## config.mk

```make
export PLATFORM = sky130hd
export DESIGN_NAME = wb_dma_copy
export DESIGN_NICKNAME = d
export VERILOG_FILES = /design/src/rtl/wb_dma_pkg.sv /design/src/rtl/wb_ack_watchdog.sv /design/src/rtl/wb_dma_copy.sv
export SDC_FILE = /design/constraint.sdc
export NUM_CORES = 1
export LEC_CHECK = 0
export ABC_CLOCK_PERIOD_IN_PS = 6700
export CORE_MARGIN = 10
export CORE_UTILIZATION = 40
export CTS_BUF_LIST = sky130_fd_sc_hd__clkbuf_4
export CTS_CLUSTER_DIAMETER = 50
export DETAILED_ROUTE_END_ITERATION = 7
export PLACE_DENSITY = 0.67
export SETUP_SLACK_MARGIN = 0.02
export SYNTH_ARGS = -nofsm -noshare
export SYNTH_HDL_FRONTEND = slang
export SYNTH_SLANG_ARGS = --single-unit
```

## constraint.sdc

```tcl
create_clock -name wb_clk_i -period 6.7 [get_ports wb_clk_i]
set_clock_uncertainty 0.15 [all_clocks]
set_input_delay 1.34 -clock wb_clk_i [delete_from_list [all_inputs] [get_ports wb_clk_i]]
set_output_delay 1.34 -clock wb_clk_i [all_outputs]
set_load 0.02 [all_outputs]
```

## src/rtl/wb_dma_pkg.sv

```systemverilog
// -----------------------------------------------------------------------------
// wb_dma_pkg
// Shared definitions for the Wishbone word-copy DMA engine:
//   - state_t                 : copy engine FSM states
//   - SEL_ALL                 : byte-select value for full 32-bit word accesses
//   - DEFAULT_TIMEOUT_CYCLES  : default ack watchdog limit
//   - word_align()            : clears the byte-offset bits of a byte address
//   - is_wait_state()         : true in the states that wait for a slave ack
// -----------------------------------------------------------------------------
package wb_dma_pkg;

    typedef enum logic [2:0] {
        ST_IDLE    = 3'd0,
        ST_RD_REQ  = 3'd1,
        ST_RD_WAIT = 3'd2,
        ST_WR_REQ  = 3'd3,
        ST_WR_WAIT = 3'd4
    } state_t;

    localparam logic [3:0] SEL_ALL                = 4'hF;
    localparam int         DEFAULT_TIMEOUT_CYCLES = 255;

    // All transfers are whole 32-bit words, so the two byte-offset bits of
    // any supplied address are simply discarded.
    function automatic logic [31:0] word_align(input logic [31:0] adr);
        return adr & ~32'h0000_0003;
    endfunction

    function automatic logic is_wait_state(input state_t st);
        return (st == ST_RD_WAIT) || (st == ST_WR_WAIT);
    endfunction

endpackage : wb_dma_pkg

```

## src/rtl/wb_ack_watchdog.sv

```systemverilog
// -----------------------------------------------------------------------------
// wb_ack_watchdog
// Counts consecutive enabled cycles spent waiting for a Wishbone ack and flags
// expiry on the TIMEOUT_CYCLES-th such cycle.
//
// Ports:
//   i_clk      : clock, rising edge
//   i_rst      : synchronous active-high reset, clears the count
//   i_clear    : synchronous clear, has priority over i_enable
//   i_enable   : count this cycle (the master is waiting for an ack)
//   o_expired  : high during the TIMEOUT_CYCLES-th consecutive enabled cycle
// -----------------------------------------------------------------------------
module wb_ack_watchdog
    import wb_dma_pkg::*;
#(
    parameter int TIMEOUT_CYCLES = DEFAULT_TIMEOUT_CYCLES
) (
    input  logic i_clk,
    input  logic i_rst,
    input  logic i_clear,
    input  logic i_enable,
    output logic o_expired
);

    localparam int                CNT_W = $clog2(TIMEOUT_CYCLES + 1);
    localparam logic [CNT_W-1:0]  LAST  = CNT_W'(TIMEOUT_CYCLES - 1);

    logic [CNT_W-1:0] r_count;

    // r_count holds the number of enabled cycles already completed, so the
    // cycle in which it equals LAST is the TIMEOUT_CYCLES-th waiting cycle.
    always_ff @(posedge i_clk) begin
        // NOTE: clocked state is written with non-blocking assignments so every
        // flop samples pre-edge values regardless of process ordering.
        if (i_rst) begin
            r_count <= '0;
        end else if (i_clear) begin
            r_count <= '0;
        end else if (i_enable && (r_count != LAST)) begin
            r_count <= r_count + CNT_W'(1);
        end
    end

    assign o_expired = i_enable && (r_count == LAST);

endmodule : wb_ack_watchdog

```

## src/rtl/wb_dma_copy.sv

```systemverilog
// -----------------------------------------------------------------------------
// wb_dma_copy
// Single-channel Wishbone (pipelined) memory-to-memory word copier. A start
// pulse latches source, destination and word count; the engine then performs
// one read followed by one write per word, holding CYC for the whole transfer.
// A bus error or an ack timeout aborts the transfer and sets a sticky error.
//
// Ports:
//   wb_clk_i, wb_rst_i       : clock and synchronous active-high reset
//   start_i                  : one-cycle request pulse, honoured only in IDLE
//   src_adr_i, dst_adr_i     : byte addresses (word aligned internally)
//   len_i                    : number of 32-bit words to copy
//   busy_o                   : high whenever the engine is not IDLE
//   done_o                   : one-cycle pulse on completion or abort
//   err_o                    : sticky abort flag, cleared by an accepted start
//   wb_cyc_o .. wb_sel_o     : Wishbone master request signals
//   wb_stall_i .. wb_err_i   : Wishbone master response signals
// -----------------------------------------------------------------------------
module wb_dma_copy
    import wb_dma_pkg::*;
#(
    parameter int TIMEOUT_CYCLES = DEFAULT_TIMEOUT_CYCLES,
    parameter int LEN_WIDTH      = 16
) (
    input  logic                 wb_clk_i,
    input  logic                 wb_rst_i,

    input  logic                 start_i,
    input  logic [31:0]          src_adr_i,
    input  logic [31:0]          dst_adr_i,
    input  logic [LEN_WIDTH-1:0] len_i,
    output logic                 busy_o,
    output logic                 done_o,
    output logic                 err_o,

    output logic                 wb_cyc_o,
    output logic                 wb_stb_o,
    output logic                 wb_we_o,
    output logic [31:0]          wb_adr_o,
    output logic [31:0]          wb_dat_o,
    output logic [3:0]           wb_sel_o,
    input  logic                 wb_stall_i,
    input  logic                 wb_ack_i,
    input  logic [31:0]          wb_dat_i,
    input  logic                 wb_err_i
);

    // ---------------------------------------------------------------- state
    state_t               r_state;
    logic [31:0]          r_src;
    logic [31:0]          r_dst;
    logic [LEN_WIDTH-1:0] r_count;
    logic [31:0]          r_buf;
    logic                 r_done;
    logic                 r_err;

    // ------------------------------------------------------ decoded controls
    state_t               w_state_next;
    logic                 w_accept;     // start taken in IDLE
    logic                 w_capture;    // read data returned
    logic                 w_advance;    // write acknowledged, move to next word
    logic                 w_abort;      // bus error or watchdog expiry
    logic                 w_done_next;
    logic                 w_wait;
    logic                 w_expired;
    logic                 w_fault;

    logic                 w_cyc;
    logic                 w_stb;
    logic                 w_we;
    logic [31:0]          w_adr;
    logic [3:0]           w_sel;

    assign w_wait = is_wait_state(r_state);

    // An ack arriving together with an error is still an error, and an ack
    // arriving in the very cycle the watchdog expires wins over the timeout.
    assign w_fault = w_wait && (wb_err_i || (w_expired && !wb_ack_i));

    // The count restarts on every entry to a WAIT state because each WAIT is
    // always preceded by at least one REQ cycle, during which it is cleared.
    wb_ack_watchdog #(
        .TIMEOUT_CYCLES (TIMEOUT_CYCLES)
    ) u_watchdog (
        .i_clk     (wb_clk_i),
        .i_rst     (wb_rst_i),
        .i_clear   (!w_wait),
        .i_enable  (w_wait),
        .o_expired (w_expired)
    );

    // --------------------------------------------- next state and bus drive
    always_comb begin
        // NOTE: every output of this block gets a default before the case so
        // no path leaves a signal unassigned and no latch is inferred.
        w_state_next = r_state;
        w_accept     = 1'b0;
        w_capture    = 1'b0;
        w_advance    = 1'b0;
        w_abort      = 1'b0;
        w_done_next  = 1'b0;
        w_cyc        = 1'b0;
        w_stb        = 1'b0;
        w_we         = 1'b0;
        w_adr        = '0;
        w_sel        = '0;

        case (r_state)
            ST_IDLE: begin
                if (start_i) begin
                    w_accept = 1'b1;
                    if (len_i != '0) begin
                        w_state_next = ST_RD_REQ;
                    end else begin
                        // Zero-length request completes without touching the bus.
                        w_done_next = 1'b1;
                    end
                end
            end

            ST_RD_REQ: begin
                w_cyc = 1'b1;
                w_stb = 1'b1;
                w_sel = SEL_ALL;
                w_adr = r_src;
                if (!wb_stall_i) begin
                    w_state_next = ST_RD_WAIT;
                end
            end

            ST_RD_WAIT: begin
                w_cyc = 1'b1;
                w_adr = r_src;
                if (w_fault) begin
                    w_abort      = 1'b1;
                    w_done_next  = 1'b1;
                    w_state_next = ST_IDLE;
                end else if (wb_ack_i) begin
                    w_capture    = 1'b1;
                    w_state_next = ST_WR_REQ;
                end
            end

            ST_WR_REQ: begin
                w_cyc = 1'b1;
                w_stb = 1'b1;
                w_we  = 1'b1;
                w_sel = SEL_ALL;
                w_adr = r_dst;
                if (!wb_stall_i) begin
                    w_state_next = ST_WR_WAIT;
                end
            end

            ST_WR_WAIT: begin
                w_cyc = 1'b1;
                w_adr = r_dst;
                if (w_fault) begin
                    w_abort      = 1'b1;
                    w_done_next  = 1'b1;
                    w_state_next = ST_IDLE;
                end else if (wb_ack_i) begin
                    w_advance = 1'b1;
                    if (r_count == LEN_WIDTH'(1)) begin
                        w_done_next  = 1'b1;
                        w_state_next = ST_IDLE;
                    end else begin
                        w_state_next = ST_RD_REQ;
                    end
                end
            end

            default: begin
                w_state_next = ST_IDLE;
            end
        endcase
    end

    // ------------------------------------------------------ state registers
    always_ff @(posedge wb_clk_i) begin
        if (wb_rst_i) begin
            // NOTE: the data buffer is reset along with the control state
            // because it drives wb_dat_o directly and must read as zero after
            // reset; it is a single register, not a memory array.
            r_state <= ST_IDLE;
            r_src   <= '0;
            r_dst   <= '0;
            r_count <= '0;
            r_buf   <= '0;
            r_done  <= 1'b0;
            r_err   <= 1'b0;
        end else begin
            r_state <= w_state_next;
            r_done  <= w_done_next;

            if (w_accept) begin
                r_err   <= 1'b0;
                r_src   <= word_align(src_adr_i);
                r_dst   <= word_align(dst_adr_i);
                r_count <= len_i;
            end

            if (w_abort) begin
                r_err <= 1'b1;
            end

            if (w_capture) begin
                r_buf <= wb_dat_i;
            end

            // Addresses wrap naturally at 2^32 through the 32-bit add.
            if (w_advance) begin
                r_src   <= r_src + 32'd4;
                r_dst   <= r_dst + 32'd4;
                r_count <= r_count - LEN_WIDTH'(1);
            end
        end
    end

    // -------------------------------------------------------------- outputs
    assign busy_o   = (r_state != ST_IDLE);
    assign done_o   = r_done;
    assign err_o    = r_err;

    assign wb_cyc_o = w_cyc;
    assign wb_stb_o = w_stb;
    assign wb_we_o  = w_we;
    assign wb_adr_o = w_adr;
    assign wb_sel_o = w_sel;
    assign wb_dat_o = r_buf;

endmodule : wb_dma_copy

```

# Yosys cells after proc, flatten, opt, wreduce, memory -nomap -nowiden
# Cells that the tools add are included.
# Widths: inputs -> output; s select.
totals:
  ff_bits: 125
  output_inout_bits: 74
op_classes:
  addsub: 4
  n_eq_ne: 13
  muxes: 37
  bitwise_logic: 1
  reduce_logical: 19
op_table:
  columns: ["cell", "count"]
  rows:
  - ["$mux 32", 4]
  - ["$add 32x3->32 const B", 2]
  - ["$pmux 32 s2", 1]
  - ["$mux 16", 2]
  - ["$mux 3", 8]
  - ["$mux 1", 19]
  - ["$eq 16x1->1 const B", 1]
  - ["$reduce_bool 16->1", 1]
  - ["$sub 16x1->16 const B", 1]
  - ["$pmux 3 s5", 1]
  - ["$reduce_or 2->1", 5]
  - ["$add 8x1->8 const B", 1]
  - ["$eq 8x8->1 const B", 1]
  - ["$ne 2x2->1 const B", 4]
  - ["$ne 8x8->1 const B", 1]
  - ["$eq 3x2->1 const B", 2]
  - ["$ne 3x3->1 const B", 2]
  - ["$reduce_and 6->1", 1]
  - ["$logic_and 1x1->1", 4]
  - ["$mux 4", 1]
  - ["$reduce_bool 2->1", 2]
  - ["$reduce_or 4->1", 1]
  - ["$eq 3x1->1 const B", 1]
  - ["$eq 3x3->1 const B", 1]
  - ["6 further kinds", 7]

# Depth between registers and ports, before layout
# Gate-level depths: netlist of run 1.
depth:
  ltp_word: 9
  mapped_depth: 9

# By module
# Synthesis of run 1 repeated with hierarchy kept, for this count alone.
unflattened:
  hier_cells: 864
  hier_area_um2: 6646.4
modules_own_cells:
  columns: ["module", "n_inst", "cells_each", "area_per_inst_um2", "seq_area_each_um2"]
  rows:
  - ["wb_dma_copy", 1, 812, 6199.7, 2262.2]
  - ["wb_ack_watchdog", 1, 52, 446.7, 160.2]

# Least setup slack after synthesis of run 1
# OpenSTA, ideal clock, no wires.
synth_timing:
  kind: "reg-to-output"
  start: "register r_state[0]"
  end: "output port wb_adr_o[10]"
  arrival_ns: 2.306
  t_required_ns: 5.210
  setup_slack_ns: 2.904
  stages_incl_launch_ff: 7
  path_buffers: 2
  cell_sequence: "dfxtp_1 > clkbuf_1 > nor2b_1 > and2_1 > or2_2 > clkbuf_1 > a22o_1"
synth_between:
  elab_chain_len: 3
  word_cells_on_any_way: 7
  cone_classes: "eq/ne (4); mux (1); reduce/logical (2)"
synth_lines:
  columns: ["item", "line", "rtl"]
  rows:
  - ["from (decl)", "wb_dma_copy.sv:49", "state_t r_state;"]
  - ["from (signal assigned)", "wb_dma_copy.sv:193", "r_state <= w_state_next;"]
  - ["$eq 3x3->1, or another cell as far along", "wb_dma_copy.sv:108", "case (r_state)"]
  - ["$reduce_or 2->1 (no line)", null, null]
  - ["$pmux 32 s2 (*)", "wb_dma_copy.sv:108", null]
  - ["to (decl)", "wb_dma_copy.sv:39", "output logic [31:0] wb_adr_o,"]
# Mark *: on every way between the ends. The rest lies on a longest branch, timed or not.

# Final worst setup path of run 1
layout_timing:
  start: "register r_state[2]"
  end: "output port wb_adr_o[2]"
# The elaborated chain is that of the path after synthesis.

==> impl_metrics.toml, run 1 <==
[die]
die_w_microns = 148
die_y_microns = 148
core-area_sq_um = 15900
initial_core_util_pct = 40.9
io_pins = 192
dieArea_sq_um = 21800
num_rows = 46

[outcome]
status = "finished, final reports clean"

[clocking]
cts_made_buffers = 17
cts-root-buf = "clkbuf_4"
insertion_delay_ns = 0.56
cts_tree = "done"
cts_resized = 0
htreeDepth = 4
post-cts-setup-buffer-count = 0
clk_pin_slew_worst_paths_ns = 0.13
hold_buffers = 0
cts.path.max_buffers = 2
clock_sinks = 121

[routing]
post-route-drc-count = 0
vias_per_cell = 5.77
drtAntennaViolNets = 0
wire_per_inst_microns = 18.9
drtIter0Drc = 594
drt-pass1-iter-count = 5
drt-total-wl_microns = 23300
vias = 7094

[critical_path]
start_kind = "flip-flop"
cpMaxStageDelayCell = "nor3b_1"
crit_fanout = 30
path_cells = "nor3b_1, or2_2, a22o_1, clkdlybuf4s50_1"
cp.required_ns = 5.21
path_class = "flip-flop to output pin"
critPathMaxStageDelay_ns = 0.87
cp.arrival_ns = 3.63
worstSetupEndpointType = "output pin"

[sta]
tightest_slew_ns = 1.25
setup_ws_ns = 1.58
rsz0062_at_grt = "no"
post-route-period-util_pct = 76.4
max_slew_margin_pct = 15.9
setup_viol = 0
maxSlewViolCount = 0
max_freq_ghz = 0.195
setup-tns-final_ns = 0
hold_violations = 0
period_needed_ns = 5.12
holdWs_ns = 0.310

[power_and_ir_drop]
p_int_mw = 1.39
ir_drop_uv = 373
p_leak_nw = 2.87
netSwitchingFraction_pct = 40.6
p_clk_share_pct = 23.8
powerDensity_nw_per_um2 = 268
p_switching_uw = 949
power_mw = 2.34
power_frac_seq_pct = 40.9
combPwrFrac_pct = 35.4

[placed_design]
post-place-ws_ns = 2.26
gp_congestion = 0.831
place_inst = 1196
portBuffers = 185
place_area_sq_um = 8440
dp_hpwl_microns = 16600

[yosys]
synthesis.area_sq_um = 6530
ys_ff_latch = 121
ys_types = 70
netlist_instances = 851
yosysWarnings = 0
yosys_most_used_dff = "dfxtp_1"
synth_edf_count = 0
ys_seq_area_share_pct = 37.1
avgSynthCellArea_sq_um = 7.67
async_flop_share_pct = 0

[finish]
fin_cells = 1229
fillers = 1551
design_area_sq_um = 8740
fin_util_pct = 54.8
nets = 1123
area_growth_pct = 33.9
final_common_cell = "clkdlybuf4s50_1"
drive_above_1_share_pct = 6.42
layout_common_cells = "clkdlybuf4s50_1 (184), nand2_1 (146), dfxtp_1 (121)"

[run]
drv_cap = 0

[global_route]
grt_pass1_wl_microns = 36800
first_global_vias = 6821
grt-ovfl-total = 0
grt_use_total_pct = 20.6
antenna_found_initial = 1
grt_start_max_net_pins = 80

[worst_hold_path]
hp-class = "flip-flop to flip-flop"
-- power by group through the flow --
| stage | Combinational [mW] | Sequential (mW) | Clock, mW |
|---|---|---|---|
| floorplan | 0.530 | 0.916 | 0 |
| global placement | 0.819 | 0.963 | 0 |
| detailed placement | 0.825 | 0.964 | 0 |
| CTS | 0.828 | 0.949 | 0.568 |
| global route | 0.902 | 0.969 | 0.594 |
| finish | 0.827 | 0.955 | 0.555 |
-- path summary, 6_finish.rpt --
kind / slack, ns / end / startpoint / cells past startpoint
hold / removal: 0.31 / wb_dat_o[22] / wb_dat_o[22] / 2
setup reg to reg: 3.42 / r_dst[22] / r_state[2] / 6
setup / recovery: 1.58 / wb_adr_o[2] / r_state[2] / 4
hold reg to reg: 0.31 / wb_dat_o[22] / wb_dat_o[22] / 2
-- synth_stat cells (all sizes together) (4+ instances only) --
master   count  share of area [%]
a211oi       6               0.69
a21oi       78                6.0
a221oi       8                1.1
a22o        30                4.0
a22oi       11                1.3
a2bb2oi      4               0.54
a31oi       30                2.9
and2         6               0.58
and3        13                1.2
buf         16                1.5
clkbuf      50                2.9
dfxtp      121                 37
ha           6                1.2
inv         17               0.98
mux2         6                1.0
nand2      147                8.5
nand3       39                3.0
nand4       33                3.3
nor2        57                3.4
nor2b        4               0.38
nor3        22                1.8
nor4        17                2.1
o211ai      19                2.2
o21ai       23                1.8
o311ai       5               0.67
or2          6               0.58
or3         17                1.6
or4          9                1.0
xnor2        6               0.81
-- layout make-up --
| class | instances | area [sq um] | area share, % |
|---|---|---|---|
| antenna | 1 | 2.50 | 0.0286 |
| tap | 216 | 270 | 3.09 |
| clock buffer | 17 | 128 | 1.46 |
| sequential | 121 | 2420 | 27.7 |
| inverter | 17 | 63.8 | 0.730 |
| timing repair buffer | 194 | 1920 | 21.9 |
| clock inverter | 15 | 168 | 1.92 |
| multi-input combinational | 648 | 3760 | 43.1 |
-- layer usage --
layer  routed length [microns]  up-vias  global-route usage, %
li1                          -     3463                      -
met1                     10000     3359                   26.2
met2                     11200      250                   34.0
met3                      1800       22                   5.04
met4                       273        0                   5.55
met5                         0        -                      0
-- worst max-delay path, delay by kind of cell (launching register included) --
family | cells | cell delay (ns)
buffers and inverters | 1 | 0.64
AND/OR/NAND/NOR | 2 | 1.55
flip-flops | 1 | 0.58
AO/OA/AOI/OAI | 1 | 0.28
-- cells by family (layout without fill, tap and decap cells) --
group	count (synthesis)	in the layout	share of synthesized area, %
AND/OR/NAND/NOR	383	383	29.1
XOR/XNOR	9	9	1.21
flip-flops	121	121	37.1
other	1	3	0.0575
multiplexers	9	9	1.50
adder cells (fa/ha/maj)	6	6	1.15
AO/OA/AOI/OAI	239	239	24.5
buffers and inverters	83	243	5.39
-- flip-flops by register name, summed over array words and instances, names as in the netlist --
register            flops
r_count                16
r_src                  30
u_watchdog.r_count      8
r_state                 3
r_dst                  30
wb_dat_o               32
err_o                   1
done_o                  1
Note: power is estimated with default switching activity, not from simulation.
==> run 2, diff against run 1 <==
--- a/config.mk
+++ b/config.mk
@@ -5,13 +5,13 @@
 export SDC_FILE = /design/constraint.sdc
 export NUM_CORES = 1
 export LEC_CHECK = 0
-export ABC_CLOCK_PERIOD_IN_PS = 6700
+export ABC_CLOCK_PERIOD_IN_PS = 4600
 export CORE_MARGIN = 10
 export CORE_UTILIZATION = 40
 export CTS_BUF_LIST = sky130_fd_sc_hd__clkbuf_4
 export CTS_CLUSTER_DIAMETER = 50
 export DETAILED_ROUTE_END_ITERATION = 7
-export PLACE_DENSITY = 0.67
+export PLACE_DENSITY = 0.7
 export SETUP_SLACK_MARGIN = 0.02
 export SYNTH_ARGS = -nofsm -noshare
 export SYNTH_HDL_FRONTEND = slang
==> constraint.sdc (replaced) <==
create_clock -name wb_clk_i -period 4.6 [get_ports wb_clk_i]
set_clock_uncertainty 0.15 [all_clocks]
set_input_delay 0.92 -clock wb_clk_i [delete_from_list [all_inputs] [get_ports wb_clk_i]]
set_output_delay 0.92 -clock wb_clk_i [all_outputs]
set_load 0.02 [all_outputs]
==> impl_metrics.toml, run 2 (synthesis results as in run 1) <==
[critical_path]
critPathMaxStageDelay_ns = 0.63
startpoint = "r_state[0]"
rrSetupSlack_ns = 1.77
cp.arrival_ns = 3.06
r2r_start = "r_state[2]"
path_class = "flip-flop to output pin"
cp-endpoint = "wb_adr_o[10]"
path_cells = "nor2b_1, and2_1, or2_2, a22o_1, clkdlybuf4s50_1"
cp.required_ns = 3.53
worstSetupEndpointType = "output pin"
crit_fanout = 30
reg2reg_depth = 5
start_kind = "flip-flop"
cpMaxStageDelayCell = "clkdlybuf4s50_1"
r2r_end = "r_dst[25]"

[routing]
vias_per_cell = 5.75
drt-pass1-iter-count = 5
drt-total-wl_microns = 22900
wire_per_inst_microns = 18.6
drtAntennaViolNets = 0
post-route-drc-count = 0
drtIter0Drc = 592
vias = 7084

[global_route]
grt-ovfl-total = 0
grt_use_total_pct = 20.2
antenna_found_initial = 0
grt_start_max_net_pins = 68
first_global_vias = 6562
grt_pass1_wl_microns = 36100

[clocking]
cts_tree = "done"
htreeDepth = 4
cts_made_buffers = 17
cts.path.max_buffers = 2
cts_resized = 0
clock_sinks = 121
cts-root-buf = "clkbuf_4"
clk_pin_slew_worst_paths_ns = 0.12
post-cts-setup-buffer-count = 0
insertion_delay_ns = 0.53
hold_buffers = 0

[worst_hold_path]
min_from = "wb_dat_o[25]"
hp-class = "flip-flop to flip-flop"
hold_depth = 2

[sta]
tightest_slew_ns = 1.24
maxSlewViolCount = 0
period_needed_ns = 4.13
max_slew_margin_pct = 17.0
setup_ws_ns = 0.473
hold_violations = 0
max_freq_ghz = 0.242
rsz0062_at_grt = "no"
setup-tns-final_ns = 0
setup_viol = 0
post-route-period-util_pct = 89.7

[die]
initial_core_util_pct = 40.9
core-area_sq_um = 15900
io_pins = 192
num_rows = 46
die_w_microns = 148
die_y_microns = 148
dieArea_sq_um = 21800

[placed_design]
post-place-ws_ns = 1.03
portBuffers = 185
gp_congestion = 0.845
place_inst = 1199
dp_hpwl_microns = 16200

[power_and_ir_drop]
p_leak_nw = 2.91
powerDensity_nw_per_um2 = 394
ir_drop_uv = 448

[finish]
layout_common_cells = "clkdlybuf4s50_1 (184), nand2_1 (146), dfxtp_1 (121)"
final_common_cell = "clkdlybuf4s50_1"
nets = 1126
largest_register_ffs = 32
drive_above_1_share_pct = 6.40
fin_cells = 1231
fillers = 1545
diodes = 0
area_growth_pct = 34.7

[outcome]
status = "finished, final reports clean"

[run]
drv_cap = 0
## run 2: critical path: cells and delay by family, from the launching register on
family          cells  cell delay (ns)
flops               1             0.60
buf+inv             1             0.63
simple gates        3             0.99
compound gates      1             0.29
## run 2: where the power goes
part | switching [mW] | total (mW) | internal (mW)
Clock | 0.432 | 0.862 | 0.430
Combinational | 0.698 | 1.21 | 0.516
Sequential | 0.199 | 1.39 | 1.19
## run 2: routing by layer
metal / vias to the layer above / share of wire [%] / track usage, %
met1: 3303 / 42 / 25.8
met4: 0 / 1.5 / 5.55
li1: 3459 / - / -
met5: - / 0 / 0
met3: 23 / 8.8 / 6.20
met2: 299 / 47 / 32.3
## run 2: per-stage QoR
stage / utilization [%] / power [mW] / hold WS, ns / area, sq um
2_1_floorplan: - / 2.11 / 0.282 / 6530
3_5_place_dp: 53.1 / 2.61 / 0.296 / 8470
6_report: 55.1 / 3.46 / 0.310 / 8790
5_1_grt: 55.1 / 3.66 / 0.330 / 8790
3_3_place_gp: 53.1 / 2.60 / 0.291 / 8470
4_1_cts: 55.1 / 3.48 / 0.312 / 8790
## run 2: how the worst min path moves through the flow
stage                        end  slack (ns)
floorplan             r_count[6]        0.28
global placement    wb_dat_o[20]        0.29
detailed placement  wb_dat_o[28]        0.30
CTS                  wb_dat_o[3]        0.31
global route        wb_dat_o[10]        0.33
finish              wb_dat_o[25]        0.31
## run 2: area by class of cell
class                      instances  area (sq um)  share of cell area (%)
multi-input combinational        648          3760                    42.8
sequential                       121          2420                    27.6
timing repair buffer             197          1950                    22.2
tap                              216           270                    3.08
clock inverter                    14           180                    2.05
clock buffer                      18           135                    1.54
inverter                          17          63.8                   0.726
